File: config.mk
export PLATFORM = sky130hd
export DESIGN_NAME = game_input_controller
export DESIGN_NICKNAME = d
export VERILOG_FILES = /design/src/rtl/game_input_pkg.sv /design/src/rtl/game_input_controller_debouncer.sv /design/src/rtl/game_input_controller.sv
export SDC_FILE = /design/constraint.sdc
export NUM_CORES = 1
export LEC_CHECK = 0
export ABC_CLOCK_PERIOD_IN_PS = 6860
export BUFFER_PORTS_ARGS = -buffer_cell sky130_fd_sc_hd__buf_2
export CAP_MARGIN = 20
export CORE_ASPECT_RATIO = 1.75
export CORE_MARGIN = 2
export CORE_UTILIZATION = 39
export DETAILED_ROUTE_END_ITERATION = 10
export GPL_TIMING_DRIVEN = 0
export HOLD_SLACK_MARGIN = 0.08
export SYNTH_ARGS = -nofsm -noshare
export SYNTH_HDL_FRONTEND = slang
export SYNTH_HIERARCHICAL = 1
export SYNTH_SLANG_ARGS = --single-unit
File: constraint.sdc
create_clock -name clk -period 6.86 [get_ports clk]
set_clock_uncertainty 0.2 [all_clocks]
set_input_delay 1.029 -clock clk [delete_from_list [all_inputs] [get_ports clk]]
set_output_delay 1.029 -clock clk [all_outputs]
set_load 0.05 [all_outputs]
File: src/rtl/game_input_pkg.sv
// Shared types, defaults and sizing helper for the game input controller.
package game_input_pkg;

   function automatic int clog2_min1(input int n);
      return (n < 2) ? 1 : $clog2(n);
   endfunction

   localparam int DEF_NUM_BUTTONS     = 4;
   localparam int DEF_DEBOUNCE_CYCLES = 16;
   localparam int DEF_FIFO_DEPTH      = 4;
   localparam int DEF_IDX_W           = clog2_min1(DEF_NUM_BUTTONS);

   typedef struct packed {
      logic                 is_press;
      logic [DEF_IDX_W-1:0] idx;
   } evt_t;

endpackage

File: src/rtl/game_input_controller_debouncer.sv
// One button channel: 2-FF synchroniser plus saturating debounce counter that
// requests a commit and only changes its level when the top grants it.
module input_debouncer
   import game_input_pkg::*;
#(
   parameter int DEBOUNCE_CYCLES = DEF_DEBOUNCE_CYCLES
) (
   input  logic clk,
   input  logic reset,
   input  logic btn_raw_i,
   input  logic commit_gnt_i,
   output logic commit_req_o,
   output logic btn_state_o
);
   localparam int               CNT_W   = clog2_min1(DEBOUNCE_CYCLES);
   localparam logic [CNT_W-1:0] CNT_MAX = CNT_W'(DEBOUNCE_CYCLES - 1);

   logic             sync1_q, sync2_q;
   logic             state_q, state_d;
   logic [CNT_W-1:0] cnt_q, cnt_d;
   logic             differ;

   assign differ       = (sync2_q != state_q);
   assign commit_req_o = differ && (cnt_q == CNT_MAX);
   assign btn_state_o  = state_q;

   // A losing requester holds at CNT_MAX; any reversion clears the count.
   always_comb begin
      cnt_d   = '0;
      state_d = state_q;
      if (differ) begin
         if (commit_gnt_i) begin
            state_d = ~state_q;
         end else if (cnt_q != CNT_MAX) begin
            cnt_d = cnt_q + 1'b1;
         end else begin
            cnt_d = cnt_q;
         end
      end
   end

   always_ff @(posedge clk or posedge reset) begin
      if (reset) begin
         sync1_q <= 1'b0;
         sync2_q <= 1'b0;
         state_q <= 1'b0;
         cnt_q   <= '0;
      end else begin
         sync1_q <= btn_raw_i;
         sync2_q <= sync1_q;
         state_q <= state_d;
         cnt_q   <= cnt_d;
      end
   end

endmodule

File: src/rtl/game_input_controller.sv
// Debounced multi-button front end: per-channel debouncers, lowest-index commit
// arbitration, press/release pulses, combo detect and a press/release event FIFO.
module game_input_controller
   import game_input_pkg::*;
#(
   parameter int                     NUM_BUTTONS     = DEF_NUM_BUTTONS,
   parameter int                     DEBOUNCE_CYCLES = DEF_DEBOUNCE_CYCLES,
   parameter logic [NUM_BUTTONS-1:0] COMBO_MASK      = NUM_BUTTONS'(3),
   parameter int                     FIFO_DEPTH      = DEF_FIFO_DEPTH,
   localparam int                    IDX_W           = clog2_min1(NUM_BUTTONS)
) (
   input  logic                   clk,
   input  logic                   reset,
   input  logic [NUM_BUTTONS-1:0] btn_raw,
   output logic [NUM_BUTTONS-1:0] btn_state,
   output logic [NUM_BUTTONS-1:0] btn_press,
   output logic [NUM_BUTTONS-1:0] btn_release,
   output logic                   combo_active,
   output logic                   combo_press,
   output logic                   evt_valid,
   input  logic                   evt_ready,
   output logic [IDX_W:0]         evt_data,
   output logic                   overflow
);
   localparam int PTR_W = clog2_min1(FIFO_DEPTH);
   localparam int CNT_W = $clog2(FIFO_DEPTH) + 1;

   logic [NUM_BUTTONS-1:0] req, gnt;
   logic [NUM_BUTTONS-1:0] press_q, release_q;
   logic                   combo_prev_q;
   logic                   push, pop, full, push_acc;
   logic [IDX_W:0]         push_data;
   logic [IDX_W:0]         mem_q [FIFO_DEPTH];
   logic [PTR_W-1:0]       wr_q, rd_q;
   logic [CNT_W-1:0]       cnt_q, cnt_d;
   logic                   ovf_q;

   for (genvar i = 0; i < NUM_BUTTONS; i++) begin : g_ch
      input_debouncer #(.DEBOUNCE_CYCLES(DEBOUNCE_CYCLES)) u_deb (
         .clk          (clk),
         .reset        (reset),
         .btn_raw_i    (btn_raw[i]),
         .commit_gnt_i (gnt[i]),
         .commit_req_o (req[i]),
         .btn_state_o  (btn_state[i])
      );
   end

   // Isolate the lowest set request bit.
   assign gnt  = req & (~req + 1'b1);
   assign push = |gnt;

   always_comb begin
      push_data = '0;
      for (int i = 0; i < NUM_BUTTONS; i++) begin
         if (gnt[i]) push_data = {~btn_state[i], IDX_W'(i)};
      end
   end

   assign combo_active = ((btn_state & COMBO_MASK) == COMBO_MASK);
   assign combo_press  = combo_active && !combo_prev_q;
   assign btn_press    = press_q;
   assign btn_release  = release_q;

   assign evt_valid = (cnt_q != '0);
   assign evt_data  = mem_q[rd_q];
   assign overflow  = ovf_q;
   assign full      = (cnt_q == CNT_W'(FIFO_DEPTH));
   assign pop       = evt_valid && evt_ready;
   assign push_acc  = push && (!full || pop);

   always_comb begin
      cnt_d = cnt_q;
      case ({push_acc, pop})
         2'b10:   cnt_d = cnt_q + 1'b1;
         2'b01:   cnt_d = cnt_q - 1'b1;
         default: cnt_d = cnt_q;
      endcase
   end

   always_ff @(posedge clk or posedge reset) begin
      if (reset) begin
         press_q      <= '0;
         release_q    <= '0;
         combo_prev_q <= 1'b0;
         wr_q         <= '0;
         rd_q         <= '0;
         cnt_q        <= '0;
         ovf_q        <= 1'b0;
         for (int k = 0; k < FIFO_DEPTH; k++) mem_q[k] <= '0;
      end else begin
         press_q      <= gnt & ~btn_state;
         release_q    <= gnt & btn_state;
         combo_prev_q <= combo_active;
         cnt_q        <= cnt_d;
         if (push_acc) begin
            mem_q[wr_q] <= push_data;
            wr_q        <= wr_q + 1'b1;
         end
         if (pop) rd_q <= rd_q + 1'b1;
         if (push && !push_acc) ovf_q <= 1'b1;
      end
   end

endmodule
==> results.toml, run 1 <==
[worst_setup_path]
critical_path.startpoint = "g_ch[0].u_deb/cnt_q[0]"
crit_arrival_ns = 3.45
crit_type = "reg -> reg"
r2r_slack_ns = 3.45
critPathRequiredTime_ns = 6.90
cp-start-kind = "flop"
reg2regPathDepth = 13
worst_r2r_endpoint = "cnt_q[2]"
worst_setup_path_end_kind = "flop"
cp_max_fo = 10
critical_path.reg2reg.startpoint = "g_ch[0].u_deb/cnt_q[0]"

[global_routing]
grt_usage = 0.155
grt_pass1_vias = 1786
global_route.overflow_total = 0
antenna_found_initial = 0
pin_count_of_the_biggest_net_entering_global_routing = 18
grt_pass1_wl_mm = 8.40

[pwr]
clockPowerShare = 0.462
share_comb_of_total_power = 0.109
p_leak_uw = 0.00155
power_report.internal_total_uw = 690
power_density_nw_per_um2 = 293
total_switching_power_uw = 231
design_power_total_uw = 921
sw_frac_of_total = 0.251
p_seq_frac = 0.430
peak_supply_drop_mv = 0.121

[yosys]
post_synthesis_sequential_area_ratio = 0.550
synth_nets = 240
synth_area_um2 = 2590
synthesis.instances = 223
synth.top_cells.by_area = "dfrtp_1 55%, ha_1 4.3%, xnor2_1 3.7%, nor2_1 3.5%, mux4_2 2.6%"
commonest_register_cell_after_synthesis = "dfrtp_1"
synth_top_area_share = 0.550
synth_enable_flop_cells = 0
yosysWarnings = 6
avgSynthCellArea_um2 = 11.6
unique_cell_type_count_in_the_yosys_netlist = 38
synth.top_cells.by_count = "57 x dfrtp_1, 24 x nor2_1, 16 x inv_1"
ff_latch_count_synth = 57
synth_largest_area_cell = "dfrtp_1"
post-synth-top-count-cell = "dfrtp_1"
asyncSetResetFlopFracSynth = 1.00

[timing]
setup-tns-final_ns = 0
maxClockFrequency_mhz = 294
finalCriticalPeriod_ns = 3.41
finalHoldViolCount = 0
max_slew_margin = 0.544
min_period_over_period = 0.497
timing.final.ws_setup_ns = 3.45
final_max_slew_viol_count = 0
final-setup-viol-count = 0
rsz0062_at_grt = "false"
max_slew.worst_pin.slew_ns = 0.682

[hold_path]
worst_hold_path.num_cells = 0
hold_path_end = "g_ch[2].u_deb/sync2_q"
hold_path.startpoint = "g_ch[2].u_deb/sync1_q"
min-delay-path-class = "reg -> reg"

[drt]
route.antenna.remaining_nets = 0
detail_route.iter0.violations = 81
detail_route.drc_violations = 0
routed_via_density = 5.08
drt_pre_antenna_iters = 4
route.detailed.wl_per_inst_um = 14.4
routed-via-count = 1763
drt-total-wl_mm = 4.98

[cells_and_area]
antenna-diode-count = 0
nNetsFinal = 277
drive_gt1_frac = 0.230
finish.utilization = 0.484
area.growth.synth_to_final_pct = 21.2
fill_cells = 597
final-instance-count-excl-fill = 347

[cts]
clock_tree.htree_level_count = 3
cts_num_sinks = 57
cts-hold-fix-buffers = 0
buffer_levels_on_the_longest_clock_path = 2
cts.root.buffer_cell = "clkbuf_16"
tritoncts.num_buffers = 9
cts_tree = "done"
insertion_delay_to_the_later_sink_of_the_worst_skew_pair_ns = 0.32
cts_resized = 0
post-cts-setup-buffers = 0
worst_setup_hold_path_clk_slew_ns = 0.05

[placement]
place.detailed.hpwl_mm = 3.67
globalplace.congestion = 0.835
setup_ws_pre_cts_ns = 3.48
dp.cells = 331
port_buffers = 25

[run]
max-cap-violations = 0

[floorplan]
num_rows = 39
core-area_um2 = 6490
die_ht_um = 112
num_io_pins = 26
fp.dieW_um = 65.6
floorplan.initialDensity = 0.400
die_ar_um2 = 7340

[outcome]
outcome = "completed"
==> state kept, by name (all words and copies together), names as in the netlist <==
name,flops
wr_q,2
overflow,1
g_ch.u_deb/btn_state_o,4
combo_prev_q,1
rd_q,2
cnt_q,3
btn_press,4
mem_q,12
g_ch.u_deb/sync2_q,4
g_ch.u_deb/sync1_q,4
g_ch.u_deb/cnt_q,16
btn_release,4
==> layer usage <==
metal,routed length (um),vias to the layer above,part of all wire,GRT usage
li1,-,853,-,-
met1,1950,859,0.39,0.174
met4,208,0,0.042,0.108
met5,0,-,0,0
met3,168,15,0.034,0.0424
met2,2650,36,0.53,0.246
==> cells in the final DEF, fill, tap and decap left out, types with 2 or more instances in the layout <==
cell       Yosys  final
o21ai_0        2      2
nor3b_1        4      4
clkbuf_16      0      9
nor3_1         9      9
clkinv_2       0      2
clkbuf_8       0      4
a21oi_1        7      7
nand2_1        5      5
buf_2          2     27
nand3_1        9      9
a31oi_1        8      8
mux2_1         4      4
nor2_1        24     24
clkbuf_1       1      2
ha_1           9      9
nor2b_1        3      3
o31ai_1        8      8
nand3b_1       2      2
or2_4          4      4
mux4_2         3      3
or3_1          2      2
inv_1         16     16
dfrtp_1       57     57
nand3_2        4      4
xor2_1         3      3
mux2i_1        5      5
mux2_2         4      4
xnor2_1       11     11
and2_1         5      5
==> through the flow <==
step | hold WS, ns | area [um^2]
after global routing | 0.147 | 3140
after detailed placement | 0.136 | 2850
after floorplan | 0.131 | 2590
final | 0.145 | 3140
after CTS | 0.146 | 3140
after global placement | 0.132 | 2820
==> final cells by class <==
class	instances	area [um^2]	share of cell area
Clock buffer	14	284	0.0904
Buffer	3	13.8	0.00438
Tap cell	82	103	0.0326
Timing Repair Buffer	26	153	0.0486
Inverter	16	60.1	0.0191
Clock inverter	2	10.0	0.00318
Multi-Input combinational cell	147	1090	0.348
Sequential cell	57	1430	0.454
==> power by group through the flow <==
stage	sequential (uW)	clock (uW)	combinational, uW
3_3_place_gp	401	0	96.4
3_5_place_dp	402	0	102
5_1_grt	400	453	113
6_report	395	425	100
2_1_floorplan	392	0	82.9
4_1_cts	396	436	102
==> worst max path at each step <==
stage,cells after the start,slack (ns),to
floorplan,2,3.62,combo_press
global placement,13,3.52,cnt_q[2]
detailed placement,13,3.48,cnt_q[2]
CTS,13,3.46,cnt_q[2]
global route,13,3.19,cnt_q[2]
finish,13,3.45,cnt_q[2]
==> cells by family after synthesis <==
logic type      after synthesis  synth area share
simple gates                 79             0.174
fa+ha+maj                    10            0.0511
flops                        57             0.550
compound gates               28            0.0690
buf+inv                      19            0.0285
mux                          16            0.0801
xor+xnor                     14            0.0473
==> worst max-delay path: stages (launching register included) <==
cell and delay, ns:
dfrtp_1 0.41, ha_1 0.25, nand3_1 0.18, nor2_1 0.12
clkbuf_1 0.23, nor4_2 0.62, nor2_1 0.20, inv_1 0.10
ha_1 0.18, inv_1 0.06, fa_1 0.37, xor2_1 0.15
nor2_1 0.11, xor2_1 0.16
No activity file was read; power rests on OpenSTA's default activity.
==> inputs of run 2 (changes only) <==
--- a/config.mk
+++ b/config.mk
@@ -5,7 +5,7 @@
 export SDC_FILE = /design/constraint.sdc
 export NUM_CORES = 1
 export LEC_CHECK = 0
-export ABC_CLOCK_PERIOD_IN_PS = 6860
+export ABC_CLOCK_PERIOD_IN_PS = 2900
 export BUFFER_PORTS_ARGS = -buffer_cell sky130_fd_sc_hd__buf_2
 export CAP_MARGIN = 20
 export CORE_ASPECT_RATIO = 1.75
==> constraint.sdc (replaced) <==
create_clock -name clk -period 2.9 [get_ports clk]
set_clock_uncertainty 0.2 [all_clocks]
set_input_delay 0.435 -clock clk [delete_from_list [all_inputs] [get_ports clk]]
set_output_delay 0.435 -clock clk [all_outputs]
set_load 0.05 [all_outputs]
==> run 2 against run 1 <==
- global-route usage hardly changed
- non-clock buffer count is 5 higher
- fmax is 26% higher
- utilization is 2.0 points higher
==> results.toml, run 2 (synthesis results as in run 1) <==
[global_routing]
grt_pass1_vias = 1820
pin_count_of_the_biggest_net_entering_global_routing = 23
global_route.overflow_total = 0
grt_pass1_wl_mm = 8.58
grt_usage = 0.155
antenna_found_initial = 0

[timing]
final-setup-viol-count = 0
rsz0062_at_grt = "false"
finalCriticalPeriod_ns = 2.71
max_slew.worst_pin.slew_ns = 0.584
finalHoldViolCount = 0
maxClockFrequency_mhz = 368
final_max_slew_viol_count = 0
max_slew_margin = 0.607
min_period_over_period = 0.936

[worst_setup_path]
cp_max_fo = 13
worst_setup_path_end_kind = "flop"
cp-start-kind = "flop"
critPathRequiredTime_ns = 2.95
crit_type = "reg -> reg"
crit_arrival_ns = 2.76

[cells_and_area]
finish.instance_area_um2 = 3270
drive_gt1_frac = 0.270
nNetsFinal = 282
regMostFlops = "g_ch.u_deb/cnt_q"
area.growth.synth_to_final_pct = 26.2
commonest_non_fill_non_tap_cell_in_the_layout = "dfrtp_1"
antenna-diode-count = 0
final_cell_mix = "56 x dfrtp_1, 27 x buf_2, 20 x nor2_1, 16 x inv_1, 11 x xnor2_1"
largest_registers = "g_ch.u_deb/cnt_q: 16 flops, mem_q: 12 flops"
largest_register_ffs = 16
finish.utilization = 0.504
fill_cells = 588

[cts]
cts.root.buffer_cell = "clkbuf_16"
tritoncts.num_buffers = 9
worst_setup_hold_path_clk_slew_ns = 0.05
cts_tree = "done"
insertion_delay_to_the_later_sink_of_the_worst_skew_pair_ns = 0.32
cts_num_sinks = 57
clock_tree.htree_level_count = 3
buffer_levels_on_the_longest_clock_path = 2

[drt]
detail_route.iter0.violations = 93
routed_via_density = 5.16
routed-via-count = 1816
route.detailed.wl_per_inst_um = 14.2
route.antenna.remaining_nets = 0
drt_pre_antenna_iters = 4
drt-total-wl_mm = 5.01
detail_route.drc_violations = 0

[placement]
placed_cell_area_um2 = 2860
globalplace.congestion = 0.805
port_buffers = 25
place.detailed.hpwl_mm = 3.54

[floorplan]
fp.dieW_um = 65.6
num_rows = 39
die_ar_um2 = 7340
die_ht_um = 112
floorplan.initialDensity = 0.400
num_io_pins = 26
core-area_um2 = 6490

[run]
max-cap-violations = 0

[pwr]
power_density_nw_per_um2 = 699
p_leak_uw = 0.00158
peak_supply_drop_mv = 0.413
design_power_total_uw = 2290

[outcome]
outcome = "completed"

[hold_path]
min-delay-path-class = "reg -> reg"
-- run 2: changes by cell type in the layout (fill, tap and decap cells not counted), moves of 2 or more --
| cell | before | now |
|---|---|---|
| nor2_2 | 0 | 3 |
| dlygate4sd3_1 | 0 | 5 |
| bufinv_16 | 0 | 2 |
| clkbuf_8 | 4 | 0 |
| nand3_2 | 4 | 8 |
| ha_2 | 0 | 2 |
| nor2_1 | 24 | 20 |
| ha_1 | 9 | 7 |
| nand3_1 | 9 | 5 |
-- run 2: area by class of cell --
cell class	instances	area [um^2]	area share
plain buffers	2	10.0	0.00306
clock buffers	10	229	0.0700
clock inverters	6	82.6	0.0252
inverters	16	60.1	0.0183
multi-input cells	147	1150	0.352
flip-flops and latches	57	1430	0.436
well taps	82	103	0.0313
repair buffers	32	210	0.0642
-- run 2: what timing repair did --
action / 4_1_cts / 5_1_grt
hold buffers: 5 / 0
resized for setup: 3 / 10
setup endpoints to repair: 2 / 2
hold endpoints to repair: 39 / 0
setup buffers: 1 / 0
pin swaps: 1 / 1
-- run 2: routing by layer --
metal	wire length [um]	up-vias	part of all wire	GRT usage
met5	0	-	0	0
met4	147	0	0.029	0.0931
met3	202	12	0.040	0.0364
met2	2620	47	0.52	0.246
met1	2040	894	0.41	0.186
li1	-	863	-	-
-- run 2: report_power, final --
group | switching (uW) | internal (uW) | total [uW] | leakage (uW)
combinational | 129 | 122 | 251 | 0.000672
sequential | 86.0 | 854 | 940 | 0.000754
clock | 352 | 746 | 1100 | 0.000152
total | 567 | 1720 | 2290 | 0.00158
-- run 2: worst max-delay path, stage by stage, from the launching register on --
cell     delay [ns]
dfrtp_1        0.43
ha_2           0.24
nand3_2        0.15
nor2_4         0.09
nor4_4         0.32
nor2_2         0.11
inv_1          0.08
ha_1           0.17
inv_1          0.06
fa_1           0.37
xor2_1         0.15
nor2_1         0.11
xor2_1         0.16
-- run 2: path summary, 6_finish.rpt --
kind	from	endpoint	slack (ns)	cells after the start
setup / recovery	g_ch[0].u_deb/cnt_q[0]	cnt_q[2]	0.19	12
hold / removal	g_ch[3].u_deb/sync1_q	g_ch[3].u_deb/sync2_q	0.14	0
setup reg to reg	g_ch[0].u_deb/cnt_q[0]	cnt_q[2]	0.19	12
hold reg to reg	g_ch[3].u_deb/sync1_q	g_ch[3].u_deb/sync2_q	0.14	0
max in group asynchronous	reset	btn_release[0]	1.53	4
min in group asynchronous	reset	g_ch[3].u_deb/cnt_q[2]	0.42	3
-- run 2: through the flow --
stage          TNS, ns  hold WS (ns)  worst slack (ns)  std cells
5_1_grt              0         0.152            0.0321        352
3_5_place_dp    -0.486         0.135            -0.330        331
4_1_cts              0         0.145            0.0145        353
3_3_place_gp    -0.371         0.133            -0.267        330
6_report             0         0.144             0.185        352
2_1_floorplan        0        0.0383            0.0329        223
